File: config.mk
export PLATFORM = sky130hd
export DESIGN_NAME = inst_fetch_bridge_flat
export DESIGN_NICKNAME = d
export VERILOG_FILES = /design/src/rtl/inst_fetch_bridge_pkg.sv /design/src/rtl/inst_fetch_bridge_if.sv /design/src/rtl/inst_fetch_bridge.sv /design/src/flat_wrapper.sv
export SDC_FILE = /design/constraint.sdc
export NUM_CORES = 1
export LEC_CHECK = 0
export ABC_CLOCK_PERIOD_IN_PS = 4100
export BUFFER_PORTS_ARGS = -buffer_cell sky130_fd_sc_hd__buf_4
export CORE_MARGIN = 2
export CORE_UTILIZATION = 47
export CTS_CLUSTER_DIAMETER = 120
export DETAILED_ROUTE_END_ITERATION = 10
export PLACE_DENSITY = 0.68
export SLEW_MARGIN = 10
export SYNTH_ARGS = -nofsm -noshare
export SYNTH_HDL_FRONTEND = slang
export SYNTH_SLANG_ARGS = --single-unit
File: constraint.sdc
create_clock -name clk -period 4.1 [get_ports clk]
set_input_delay 0 -clock clk [delete_from_list [all_inputs] [get_ports clk]]
set_output_delay 0 -clock clk [all_outputs]
set_load 0.01 [all_outputs]
File: src/rtl/inst_fetch_bridge_pkg.sv
// Shared widths, types and fetch-state encoding for the instruction-fetch bridge.
// No logic here; imported by the bridge and its interface.
package inst_fetch_bridge_pkg;

  localparam int INST_ADDR_W = 32;
  localparam int INST_W      = 32;
  localparam int BYTE_W      = 8;

  typedef logic [INST_ADDR_W-1:0] inst_addr_t;
  typedef logic [INST_W-1:0]      inst_t;
  typedef logic [BYTE_W-1:0]      byte_t;

  typedef enum logic [1:0] {
    FETCH_IDLE = 2'b00,
    FETCH_BUSY = 2'b01,
    FETCH_DONE = 2'b10
  } fetch_state_e;

  // Byte 0 comes from the lowest RAM address and lands in the least significant lane.
  function automatic inst_t pack_le(input byte_t b0, input byte_t b1,
                                    input byte_t b2, input byte_t b3);
    return {b3, b2, b1, b0};
  endfunction

endpackage

File: src/rtl/inst_fetch_bridge_if.sv
// Fetch-port and byte-RAM signals of the bridge; slave = bridge side, master = core/RAM side.
// Pure wiring, no latency; the fetch port has no backpressure beyond the rom_rdy_o strobe.
interface inst_fetch_bridge_if #(
  parameter int ADDR_W = 17
);
  import inst_fetch_bridge_pkg::*;

  logic              rom_ce_i;
  inst_addr_t        rom_addr_i;
  inst_t             rom_data_o;
  logic              rom_rdy_o;
  logic [ADDR_W-1:0] mem_a_o;
  logic              mem_rd_o;
  byte_t             mem_din_i;

  modport slave (
    input  rom_ce_i, rom_addr_i, mem_din_i,
    output rom_data_o, rom_rdy_o, mem_a_o, mem_rd_o
  );

  modport master (
    output rom_ce_i, rom_addr_i, mem_din_i,
    input  rom_data_o, rom_rdy_o, mem_a_o, mem_rd_o
  );

endinterface

File: src/rtl/inst_fetch_bridge.sv
// Serves 32-bit instruction fetches from a byte-wide sync RAM with a one-word last-fetch buffer.
// Miss: 6 cycles request-to-strobe, hit: 1 cycle; requests arriving mid-fetch are ignored.
module inst_fetch_bridge
  import inst_fetch_bridge_pkg::*;
#(
  parameter int ADDR_W = 17,
  parameter bit HIT_EN = 1'b1
) (
  input  logic               clk,
  input  logic               rst,
  inst_fetch_bridge_if.slave bus
);

  localparam int WA_W = ADDR_W - 2;

  fetch_state_e      state_q, state_d;
  logic [1:0]        iss_cnt_q, iss_cnt_d;
  logic [1:0]        cap_cnt_q, cap_cnt_d;
  logic              cap_pend_q, cap_pend_d;
  logic [ADDR_W-1:0] mem_a_q, mem_a_d;
  logic              mem_rd_q, mem_rd_d;
  inst_t             rom_data_q, rom_data_d;
  logic              rom_rdy_q, rom_rdy_d;
  byte_t             byte_q [4];
  byte_t             byte_d [4];
  logic              buf_valid_q, buf_valid_d;
  logic [WA_W-1:0]   buf_addr_q, buf_addr_d;
  inst_t             buf_data_q, buf_data_d;

  logic [WA_W-1:0]   req_wa;
  logic              hit;
  logic              unused_addr_bits;

  assign req_wa           = bus.rom_addr_i[ADDR_W-1:2];
  assign hit              = HIT_EN && buf_valid_q && (req_wa == buf_addr_q);
  assign unused_addr_bits = ^bus.rom_addr_i;

  always_comb begin
    state_d     = state_q;
    iss_cnt_d   = iss_cnt_q;
    cap_cnt_d   = cap_cnt_q;
    // RAM data is valid one cycle after a read strobe.
    cap_pend_d  = mem_rd_q;
    mem_a_d     = mem_a_q;
    mem_rd_d    = 1'b0;
    rom_data_d  = rom_data_q;
    rom_rdy_d   = 1'b0;
    buf_valid_d = buf_valid_q;
    buf_addr_d  = buf_addr_q;
    buf_data_d  = buf_data_q;
    for (int i = 0; i < 4; i++) begin
      byte_d[i] = byte_q[i];
    end

    case (state_q)
      // DONE accepts a new request exactly like IDLE.
      FETCH_IDLE, FETCH_DONE: begin
        state_d = FETCH_IDLE;
        if (bus.rom_ce_i) begin
          if (hit) begin
            rom_rdy_d  = 1'b1;
            rom_data_d = buf_data_q;
          end else begin
            state_d   = FETCH_BUSY;
            mem_a_d   = {req_wa, 2'b00};
            mem_rd_d  = 1'b1;
            iss_cnt_d = 2'd0;
            cap_cnt_d = 2'd0;
          end
        end
      end

      FETCH_BUSY: begin
        if (mem_rd_q && (iss_cnt_q != 2'd3)) begin
          mem_rd_d  = 1'b1;
          mem_a_d   = mem_a_q + ADDR_W'(1);
          iss_cnt_d = iss_cnt_q + 2'd1;
        end
        if (cap_pend_q) begin
          byte_d[cap_cnt_q] = bus.mem_din_i;
          cap_cnt_d         = cap_cnt_q + 2'd1;
          if (cap_cnt_q == 2'd3) begin
            state_d     = FETCH_DONE;
            rom_rdy_d   = 1'b1;
            rom_data_d  = pack_le(byte_q[0], byte_q[1], byte_q[2], bus.mem_din_i);
            buf_valid_d = 1'b1;
            buf_addr_d  = mem_a_q[ADDR_W-1:2];
            buf_data_d  = pack_le(byte_q[0], byte_q[1], byte_q[2], bus.mem_din_i);
          end
        end
      end

      default: state_d = FETCH_IDLE;
    endcase
  end

  always_ff @(posedge clk or posedge rst) begin
    if (rst) begin
      state_q     <= FETCH_IDLE;
      iss_cnt_q   <= 2'd0;
      cap_cnt_q   <= 2'd0;
      cap_pend_q  <= 1'b0;
      mem_a_q     <= '0;
      mem_rd_q    <= 1'b0;
      rom_data_q  <= '0;
      rom_rdy_q   <= 1'b0;
      buf_valid_q <= 1'b0;
      buf_addr_q  <= '0;
      buf_data_q  <= '0;
      for (int i = 0; i < 4; i++) begin
        byte_q[i] <= '0;
      end
    end else begin
      state_q     <= state_d;
      iss_cnt_q   <= iss_cnt_d;
      cap_cnt_q   <= cap_cnt_d;
      cap_pend_q  <= cap_pend_d;
      mem_a_q     <= mem_a_d;
      mem_rd_q    <= mem_rd_d;
      rom_data_q  <= rom_data_d;
      rom_rdy_q   <= rom_rdy_d;
      buf_valid_q <= buf_valid_d;
      buf_addr_q  <= buf_addr_d;
      buf_data_q  <= buf_data_d;
      for (int i = 0; i < 4; i++) begin
        byte_q[i] <= byte_d[i];
      end
    end
  end

  assign bus.rom_data_o = rom_data_q;
  assign bus.rom_rdy_o  = rom_rdy_q;
  assign bus.mem_a_o    = mem_a_q;
  assign bus.mem_rd_o   = mem_rd_q;

endmodule

File: src/flat_wrapper.sv
// flat-port wrapper written by rule: the top's interface ports become plain ports
module inst_fetch_bridge_flat import inst_fetch_bridge_pkg::*;
#(
  parameter int ADDR_W = 17,
  parameter bit HIT_EN = 1'b1
)
  (clk, rst, bus_rom_ce_i, bus_rom_addr_i, bus_mem_din_i, bus_rom_data_o, bus_rom_rdy_o, bus_mem_a_o, bus_mem_rd_o);
  inst_fetch_bridge_if #(.ADDR_W(ADDR_W)) bus_i ();
  input  logic clk;
  input  logic rst;
  input wire logic [$bits(bus_i.rom_ce_i)-1:0] bus_rom_ce_i;
  input wire logic [$bits(bus_i.rom_addr_i)-1:0] bus_rom_addr_i;
  input wire logic [$bits(bus_i.mem_din_i)-1:0] bus_mem_din_i;
  output wire logic [$bits(bus_i.rom_data_o)-1:0] bus_rom_data_o;
  output wire logic [$bits(bus_i.rom_rdy_o)-1:0] bus_rom_rdy_o;
  output wire logic [$bits(bus_i.mem_a_o)-1:0] bus_mem_a_o;
  output wire logic [$bits(bus_i.mem_rd_o)-1:0] bus_mem_rd_o;
  assign bus_i.rom_ce_i = bus_rom_ce_i;
  assign bus_i.rom_addr_i = bus_rom_addr_i;
  assign bus_i.mem_din_i = bus_mem_din_i;
  assign bus_rom_data_o = bus_i.rom_data_o;
  assign bus_rom_rdy_o = bus_i.rom_rdy_o;
  assign bus_mem_a_o = bus_i.mem_a_o;
  assign bus_mem_rd_o = bus_i.mem_rd_o;
  inst_fetch_bridge #(.ADDR_W(ADDR_W), .HIT_EN(HIT_EN)) u_core (.clk(clk), .rst(rst), .bus(bus_i));
endmodule
* Word level (Yosys, flattened, before mapping) *
Index checks and enable logic that the tools add are counted.

word-level totals
  flip-flop bits (word level) = 138
  bits of input ports = 43
  output and inout bits = 51
  logic and storage cells = 76

operators by class
  add/sub/neg operators = 3
  $lt $le $gt $ge = 2
  equality and inequality tests = 11
  muxes and demuxes = 32
  bitwise gates (word level) = 1
  reduce and logical (&&, ||, !) cells = 12

operators by type and width
  kind                                                         count
  2-to-1 mux 32 bit                                            4
  case mux 32 bit (2 select lines)                             1
  2-to-1 mux 17 bit                                            3
  case mux 17 bit (2 select lines)                             1
  bitwise mux 32 bit                                           1
  adder 17 x 1 -> 17 bit (second input constant)               1
  demux 8 bit (select 2 bit)                                   1
  == test 15 bit                                               1
  2-to-1 mux 2 bit                                             7
  case mux 2 bit (2 select lines)                              3
  2-to-1 mux 1 bit                                             8
  2-to-1 mux 8 bit                                             1
  != test 2 x 1 -> 1 bit (second input constant)               4
  AND reduction 4 bit                                          2
  != test 2 bit (second input constant)                        3
  AND reduction 5 bit                                          1
  adder 2 x 1 -> 2 bit (second input constant)                 2
  == test 2 bit (second input constant)                        2
  case mux 1 bit (2 select lines)                              2
  AND reduction 2 bit                                          2
  greater-or-equal comparator 3 bit (second input constant)    1
  logical AND 1 bit                                            3
  less-than comparator 3 x 1 -> 1 bit (second input constant)  1
  NOT 2 -> 3 bit                                               1
  5 further kinds                                              5

* Depth between registers and ports, before layout *
Gate-level depths: netlist of run 1.

  depth in word-level cells = 6
  depth in mapped cells = 8
  mapped depth without buffers = 6

* Worst setup path before layout of run 1 *
Ideal clock, no wire load.

  kind = register to register
  start point = register u_core.buf_addr_q[6]
  end point = register u_core.rom_data_q[10], in the netlist u_core.bus.rom_data_o[10]
  setup time = 0.128 ns
  arrival = 1.708 ns
  required time = 3.972 ns
  slack = 2.264 ns
  cell stages (with the launch flop) = 7
  path buffers = 1
  period minus slack after synthesis = 1.836 ns
  cells stage by stage = dfrtp_1 > xnor2_1 > nand4_1 > nor4_2 > a21oi_2 > buf_2 > mux2_1

between the ends
  word-level cells in the longest chain between the ends = 4

RTL lines
  element                           line                      RTL
  from (decl)                       inst_fetch_bridge.sv:27   logic [WA_W-1:0] buf_addr_q, buf_addr_d;
  from (signal assigned)            inst_fetch_bridge.sv:123  buf_addr_q <= buf_addr_d;
  == test 15 bit                    inst_fetch_bridge.sv:35   assign hit = HIT_EN && buf_valid_q && (req_wa == buf_addr_q);
  logical AND 1 bit                 inst_fetch_bridge.sv:35
  != test 2 x 1 -> 1 bit (no line)  n/a
  AND reduction 5 bit (no line)     n/a
  to (signal assigned)              inst_fetch_bridge.sv:120  rom_data_q <= rom_data_d;
  to (decl)                         inst_fetch_bridge.sv:22   inst_t rom_data_q, rom_data_d;

Every way passes these cells.
A chain may end at the register's enable or synchronous reset.

* Worst setup path after layout of run 1 *
  start point = register u_core.state_q[0]
  end point = register u_core.mem_a_q[14], in the netlist u_core.bus.mem_a_o[14]

between the ends
  word-level cells in the longest chain between the ends = 4
  elaborated cells between the ends (all ways) = 10
  classes of those cells = 5 x eq/ne; 1 x mux; 4 x reduce/logical

RTL lines
  element                                                        line                      RTL
  from (decl)                                                    inst_fetch_bridge.sv:16   fetch_state_e state_q, state_d;
  from (signal assigned)                                         inst_fetch_bridge.sv:114  state_q <= state_d;
  == test 2 bit or logical NOT 2 bit (tied branches)             inst_fetch_bridge.sv:55   case (state_q)
  OR reduction 2 bit                                             inst_fetch_bridge.sv:55
  != test 2 bit (no line) or nonzero test 2 bit (tied branches)  n/a
  AND reduction 4 bit (no line)                                  n/a
  to (signal assigned)                                           inst_fetch_bridge.sv:118  mem_a_q <= mem_a_d;
  to (decl)                                                      inst_fetch_bridge.sv:20   logic [ADDR_W-1:0] mem_a_q, mem_a_d;

Parallel ways exist; a longest one is shown, timed or not.

==> impl_metrics.toml, run 1 <==
[clock_tree]
clk_latency_ns = 0.42
clk_pin_slew_ns = 0.05
cts_buffers = 17
ctsHoldBuffers = 24
clock-root-buffer = "clkbuf_16"
ctsResizeCount = 0
clk_path_buf_depth = 2
cts_tree = "yes"
cts_setup_buffers = 0
htree_levels = 4
cts_sinks = 130

[timing]
hold-worst-slack_ns = 0.204
worst_slew_pin_slew_ns = 1.12
fin_crit_sh_pct = 69.4
rsz0062_at_grt = "no"
fin_tns_setup_ns = 0
post-route-min-period_ns = 2.85
fin_worst_skew_ns = 0.0112
relSlewSlack_pct = 25.1
slew_violations = 0
fmax_mhz = 351
hold_violations = 0
setup_violations = 0

[grt]
grt_pass1_wl_um = 22900
overflow = 0
grt_pass1_vias = 4622
track_usage_pct = 22.4
grt_max_degree = 78
antenna_found_initial = 0

[routing]
via_per_inst = 5.28
drt_iter0_markers = 428
avgRoutedWirePerCell_um = 15.7
first_pass_iters = 5
wl_met1_um = 5910
drc = 0
wl_met2_um = 6920
highest_layer = "met4"
vias = 4661
route.met3.wl_um = 746
ant_nets = 0
drt_wl_total_um = 13900

[floorplan]
rows = 41
dieArea_um2 = 13600
start_util_pct = 47.7
coreArea_um2 = 12500
io_pins = 94
die_w_um = 117
fp.dieH_um = 117

[run_status]
status = "complete, no violations"

[logic_synthesis]
synth_area_leaders = "dfrtp_1 55%, nand2_1 15%, mux2_1 5.5%, mux2_2 5.1%, a2bb2oi_2 2.3%"
synth_ff_type = "dfrtp_1"
synth_edf_count = 0
synth_nets = 655
syn_area_per_cell_um2 = 9.85
yosysTopAreaCellShare_pct = 54.5
ys_seq_elements = 130
synth_common_cells = "246 x nand2_1, 130 x dfrtp_1, 29 x mux2_1, 27 x mux2_2, 18 x clkbuf_1"
seq_area_frac_synth_pct = 54.5
synth_warnings = 0
synth_area_leader_cell = "dfrtp_1"
ys_types = 43
post-synth-top-count-cell = "nand2_1"
syn-instance-count = 606
async_flop_share_pct = 100
synth_area_um2 = 5970

[power]
vdd_ir_drop_max_uv = 421
p_per_area_nw_per_um2 = 795
p_leak_uw = 0.00369

[setup_path]
critPathTopFamily = "simple AND/OR/NAND/NOR gates"
slowest_delay_ns = 0.85
end_kind = "flop"
r2r_cells = 7
crit_buf_inv = 2
crit_path_top_delay_cell = "nor2_1"
r2r-end = "u_core.bus.mem_a_o[14]$_DFFE_PP0P_"
rrSetupSlack_ns = 1.25
cp.arrival_ns = 3.19
path_max_fanout = 49
required_ns = 4.44
critPathKind = "flop to flop"
endpoint = "u_core.bus.mem_a_o[14]$_DFFE_PP0P_"
critPathLaunch = "u_core.state_q[0]$_DFFE_PP0P_"
reg2reg_from = "u_core.state_q[0]$_DFFE_PP0P_"
crit_path_cell_trace = "nand2b_1 -> buf_4 -> nor3b_2 -> nor2_1 -> or2_1 -> inv_2 -> a2bb2oi_1"
critPathLaunchType = "flop"
cp.depth = 7

[final_layout]
fin_util_pct = 60.1
syn_to_final_growth_pct = 26.0
multi_input_area_um2 = 2560
ff_latch_area_um2 = 3250
finalNetCount = 748
design_area_um2 = 7520
n_antenna_cell = 0
drive_gt1_share_pct = 21.8
fillers = 1078
fin_cells = 883

[hold_path]
hold_class = "primary input to flop"
min_path_cells = 4

[placed_design]
dp_cells = 828
place_area_um2 = 6680
port_buffers = 76
hpwlAfterDp_um = 8710
gp_congestion = 0.866

[run]
maxCapViolCount = 0
==> report_power, final <==
| group | total, uW | internal (uW) | switching [uW] |
|---|---|---|---|
| clock | 1510 | 973 | 537 |
| sequential | 2360 | 1890 | 475 |
| combinational | 2100 | 1000 | 1100 |
==> how the worst min path moves through the flow <==
stage	start	end	slack, ns
3_3_place_gp	bus_mem_din_i[5]	u_core.buf_data_q[29]$_DFFE_PP0P_	0.25
5_1_grt	bus_rom_ce_i	u_core.cap_cnt_q[1]$_DFFE_PP0P_	0.21
6_report	bus_rom_ce_i	u_core.cap_cnt_q[1]$_DFFE_PP0P_	0.20
2_1_floorplan	bus_mem_din_i[0]	u_core.buf_data_q[24]$_DFFE_PP0P_	0.11
3_5_place_dp	bus_mem_din_i[5]	u_core.buf_data_q[29]$_DFFE_PP0P_	0.24
4_1_cts	bus_rom_ce_i	u_core.cap_cnt_q[1]$_DFFE_PP0P_	0.18
==> tightest hold or removal path: cells and delay by family <==
family	cells	cell delay (ns)
buffers and inverters	1	0.11
and+or+nand+nor	3	0.46
==> cells in the final DEF (no fill, tap or decap), drive strengths merged, types with 2 or more instances in the layout <==
master	n
clkinv	4
a31oi	3
bufinv	2
ha	6
nand3	5
inv	7
a22o	2
clkbuf	24
o31ai	3
mux2	56
nor3	13
nor2b	4
o21ai	6
a2bb2oi	11
a211oi	2
a41oi	3
buf	83
dfrtp	130
nor2	13
o22ai	7
and2	5
nand4	9
and4	2
nor4	2
dlygate4sd3	24
xnor2	15
nand2b	2
a21oi	12
nand2	246
==> stage by stage <==
stage / power (uW) / worst slack [ns]
after CTS: 6030 / 1.32
after global routing: 6390 / 1.12
after global placement: 4380 / 1.37
after floorplan: 3700 / 0.631
after detailed placement: 4470 / 1.34
final: 5980 / 1.25
==> cell type report <==
type	instances	share of cell area [%]
tap	172	2.86
timing repair buffer	107	11.5
inverter	7	0.383
clock buffer	24	6.67
sequential	130	43.3
multi-input combinational	436	34.0
clock inverter	7	1.31
==> state kept, by name, indices dropped and copies added (netlist names) <==
register / flops
u_core.buf_data_q: 32
u_core.cap_pend_q: 1
u_core.bus.rom_data_o: 32
u_core.bus.rom_rdy_o: 1
u_core.bus.mem_rd_o: 1
u_core.state_q: 2
u_core.buf_addr_q: 15
u_core.buf_valid_q: 1
u_core.bus.mem_a_o: 17
u_core.cap_cnt_q: 2
u_core.byte_q: 24
u_core.iss_cnt_q: 2
==> routing by layer <==
| metal | GRT usage [%] | vias to the layer above |
|---|---|---|
| met5 | 0 | - |
| met4 | 10.0 | 0 |
| met3 | 4.93 | 21 |
| met2 | 36.7 | 164 |
| met1 | 28.5 | 2283 |
| li1 | - | 2193 |
==> cells by family (layout without fill, tap and decap cells) <==
family | count (synthesis) | count (layout) | share of synthesized area (%)
fa+ha+maj | 6 | 6 | 1.26
mux | 57 | 57 | 10.7
xor+xnor | 15 | 15 | 2.20
flops | 130 | 130 | 54.5
simple gates | 305 | 305 | 21.3
compound gates | 53 | 53 | 7.09
buf+inv | 40 | 145 | 2.85
Note: power is estimated with default switching activity, not from simulation.
==> inputs of run 2 (changes only) <==
Settings changed: ABC_AREA set to 1, ABC_CLOCK_PERIOD_IN_PS 4100 to 2700.
Clock period 4.1 ns to 2.7 ns, I/O delays scaled along.
==> impl_metrics.toml, run 2 <==
[final_layout]
syn_to_final_growth_pct = 22.2
final_cell_mix = "326 x nand2_1, 130 x dfrtp_1, 113 x o21ai_0"
final_common_cell = "nand2_1"
fin_cells = 1112
finalNetCount = 973
n_antenna_cell = 0
drive_gt1_share_pct = 14.2
fin_util_pct = 58.7

[power]
p_clk_share_pct = 23.8
vdd_ir_drop_max_uv = 549
p_per_area_nw_per_um2 = 1160
comb_power_share_pct = 37.1
p_leak_uw = 0.00412
net-switching-power_uw = 3460
power_uw = 9030
pwr-share-seq_pct = 39.1
swShare_pct = 38.3
internal_power_uw = 5570

[logic_synthesis]
synth_area_leader_cell = "dfrtp_1"
synth_area_um2 = 6360
synth_warnings = 0
post-synth-top-count-cell = "nand2_1"
syn-instance-count = 840
synth_edf_count = 0
ys_types = 24
synth_common_cells = "326 x nand2_1, 130 x dfrtp_1, 113 x o21ai_0, 85 x inv_1, 74 x nand3_1"
synth_nets = 889
syn_area_per_cell_um2 = 7.57
ys_seq_elements = 130
seq_area_frac_synth_pct = 51.2
synth_area_leaders = "dfrtp_1 51%, nand2_1 19%, o21ai_0 8.9%, nand3_1 5.8%, inv_1 5.0%"
async_flop_share_pct = 100
synth_ff_type = "dfrtp_1"
yosysTopAreaCellShare_pct = 51.2

[hold_path]
min_path_cells = 5
hold_class = "primary input to flop"

[timing]
rsz0062_at_grt = "no"
worst_slew_pin_slew_ns = 0.488
relSlewSlack_pct = 67.2
setup_violations = 0
fin_ws_ns = 0.431
hold_violations = 0
post-route-min-period_ns = 2.27
slew_violations = 0
fin_crit_sh_pct = 84.0
fin_worst_skew_ns = 0.00628
fin_tns_setup_ns = 0
fmax_mhz = 441

[clock_tree]
clk_pin_slew_ns = 0.06
clk_path_buf_depth = 2
cts_tree = "yes"
cts_buffers = 17
ctsHoldBuffers = 17
clock-root-buffer = "clkbuf_16"
htree_levels = 4
clk_latency_ns = 0.42
cts_setup_buffers = 0
ctsResizeCount = 0
cts_sinks = 130

[routing]
avgRoutedWirePerCell_um = 13.4
drc = 0
drt_wl_total_um = 14900
vias = 5460
first_pass_iters = 5
ant_nets = 0
via_per_inst = 4.91
drt_iter0_markers = 362

[placed_design]
dp_cells = 1064
hpwlAfterDp_um = 9930
dpl_worst_slack_ns = 0.432
port_buffers = 76
gp_congestion = 0.876

[setup_path]
reg2reg_from = "u_core.cap_cnt_q[0]$_DFFE_PP0P_"
path_common_cell = "nand2_1"
cp.arrival_ns = 2.63
critPathLaunch = "u_core.cap_cnt_q[0]$_DFFE_PP0P_"
endpoint = "u_core.bus.rom_data_o[14]$_DFFE_PP0P_"
rrSetupSlack_ns = 0.43
r2r-end = "u_core.bus.rom_data_o[14]$_DFFE_PP0P_"
critPathTopFamily = "simple AND/OR/NAND/NOR gates"
r2r_cells = 8
critPathLaunchType = "flop"
critPathKind = "flop to flop"
crit_path_top_delay_cell = "nand2_4"
crit_path_cell_trace = "ha_1 -> nand2_1 -> nor2_4 -> inv_2 -> nand2_4 -> nand2_4 -> nand2_1 -> nand2_1"
end_kind = "flop"
cp.depth = 8
slowest_delay_ns = 0.43
path_max_fanout = 33
crit_buf_inv = 1
required_ns = 3.06

[grt]
grt_max_degree = 85
grt_pass1_vias = 5178
overflow = 0
grt_pass1_wl_um = 25400
antenna_found_initial = 0
track_usage_pct = 22.5

[floorplan]
die_w_um = 120
fp.dieH_um = 120
coreArea_um2 = 13200
rows = 42
start_util_pct = 48.0
io_pins = 94
dieArea_um2 = 14500

[run]
maxCapViolCount = 0

[run_status]
status = "complete, no violations"
run 2: worst min-delay path, stage by stage:
cell     delay (ns)
buf_4          0.08
inv_1          0.06
o21ai_0        0.17
nand2_1        0.05
nand2_1        0.05
run 2: layer usage:
metal  routed length (um)  GRT usage [%]  up-vias
met5                    0              0        -
met4                  216           7.34        0
met3                  666           5.57       16
met2                 6810           34.1      124
met1                 7240           31.8     2510
li1                     -              -     2810
run 2: worst min-delay path by stage:
| stage | slack (ns) | from | end |
|---|---|---|---|
| after global placement | -0.05 | rst | u_core.bus.rom_data_o[3]$_DFFE_PP0P_ |
| after CTS | 0.001 | bus_rom_addr_i[2] | u_core.bus.mem_a_o[2]$_DFFE_PP0P_ |
| after detailed placement | -0.05 | rst | u_core.bus.rom_data_o[3]$_DFFE_PP0P_ |
| after global routing | 0.04 | bus_rom_addr_i[5] | u_core.bus.mem_a_o[5]$_DFFE_PP0P_ |
| final | 0.03 | bus_rom_addr_i[11] | u_core.bus.mem_a_o[11]$_DFFE_PP0P_ |
| after floorplan | 0.17 | bus_mem_din_i[7] | u_core.buf_data_q[31]$_DFFE_PP0P_ |
run 2: layout make-up:
cell class / count / area, um2
Clock inverter: 9 / 82.6
Multi-Input combinational cell: 582 / 2560
Timing Repair Buffer: 101 / 826
Fill cell: 1271 / 5470
Clock buffer: 22 / 474
Inverter: 92 / 349
Sequential cell: 130 / 3250
Tap cell: 176 / 220
run 2: logic make-up after synthesis:
kind of cell	count (synthesis)	share of synthesized area [%]
flip-flops	130	51.2
buffers and inverters	128	8.50
AND/OR/NAND/NOR	457	29.6
AO/OA/AOI/OAI	119	9.56
adder cells (fa/ha/maj)	6	1.18
run 2: power groups by stage:
stage	sequential (uW)	combinational [uW]	clock, uW
finish	3530	3350	2150
global route	3660	3920	2260
CTS	3520	3390	2180
detailed placement	3540	3350	0
global placement	3520	3280	0
floorplan	3570	2210	0
run 2: per-stage QoR:
step                hold WS [ns]  area, um2
floorplan                  0.168       6360
global placement         -0.0523       7040
detailed placement       -0.0474       7040
CTS                      0.00131       7770
global route              0.0437       7770
finish                    0.0254       7770
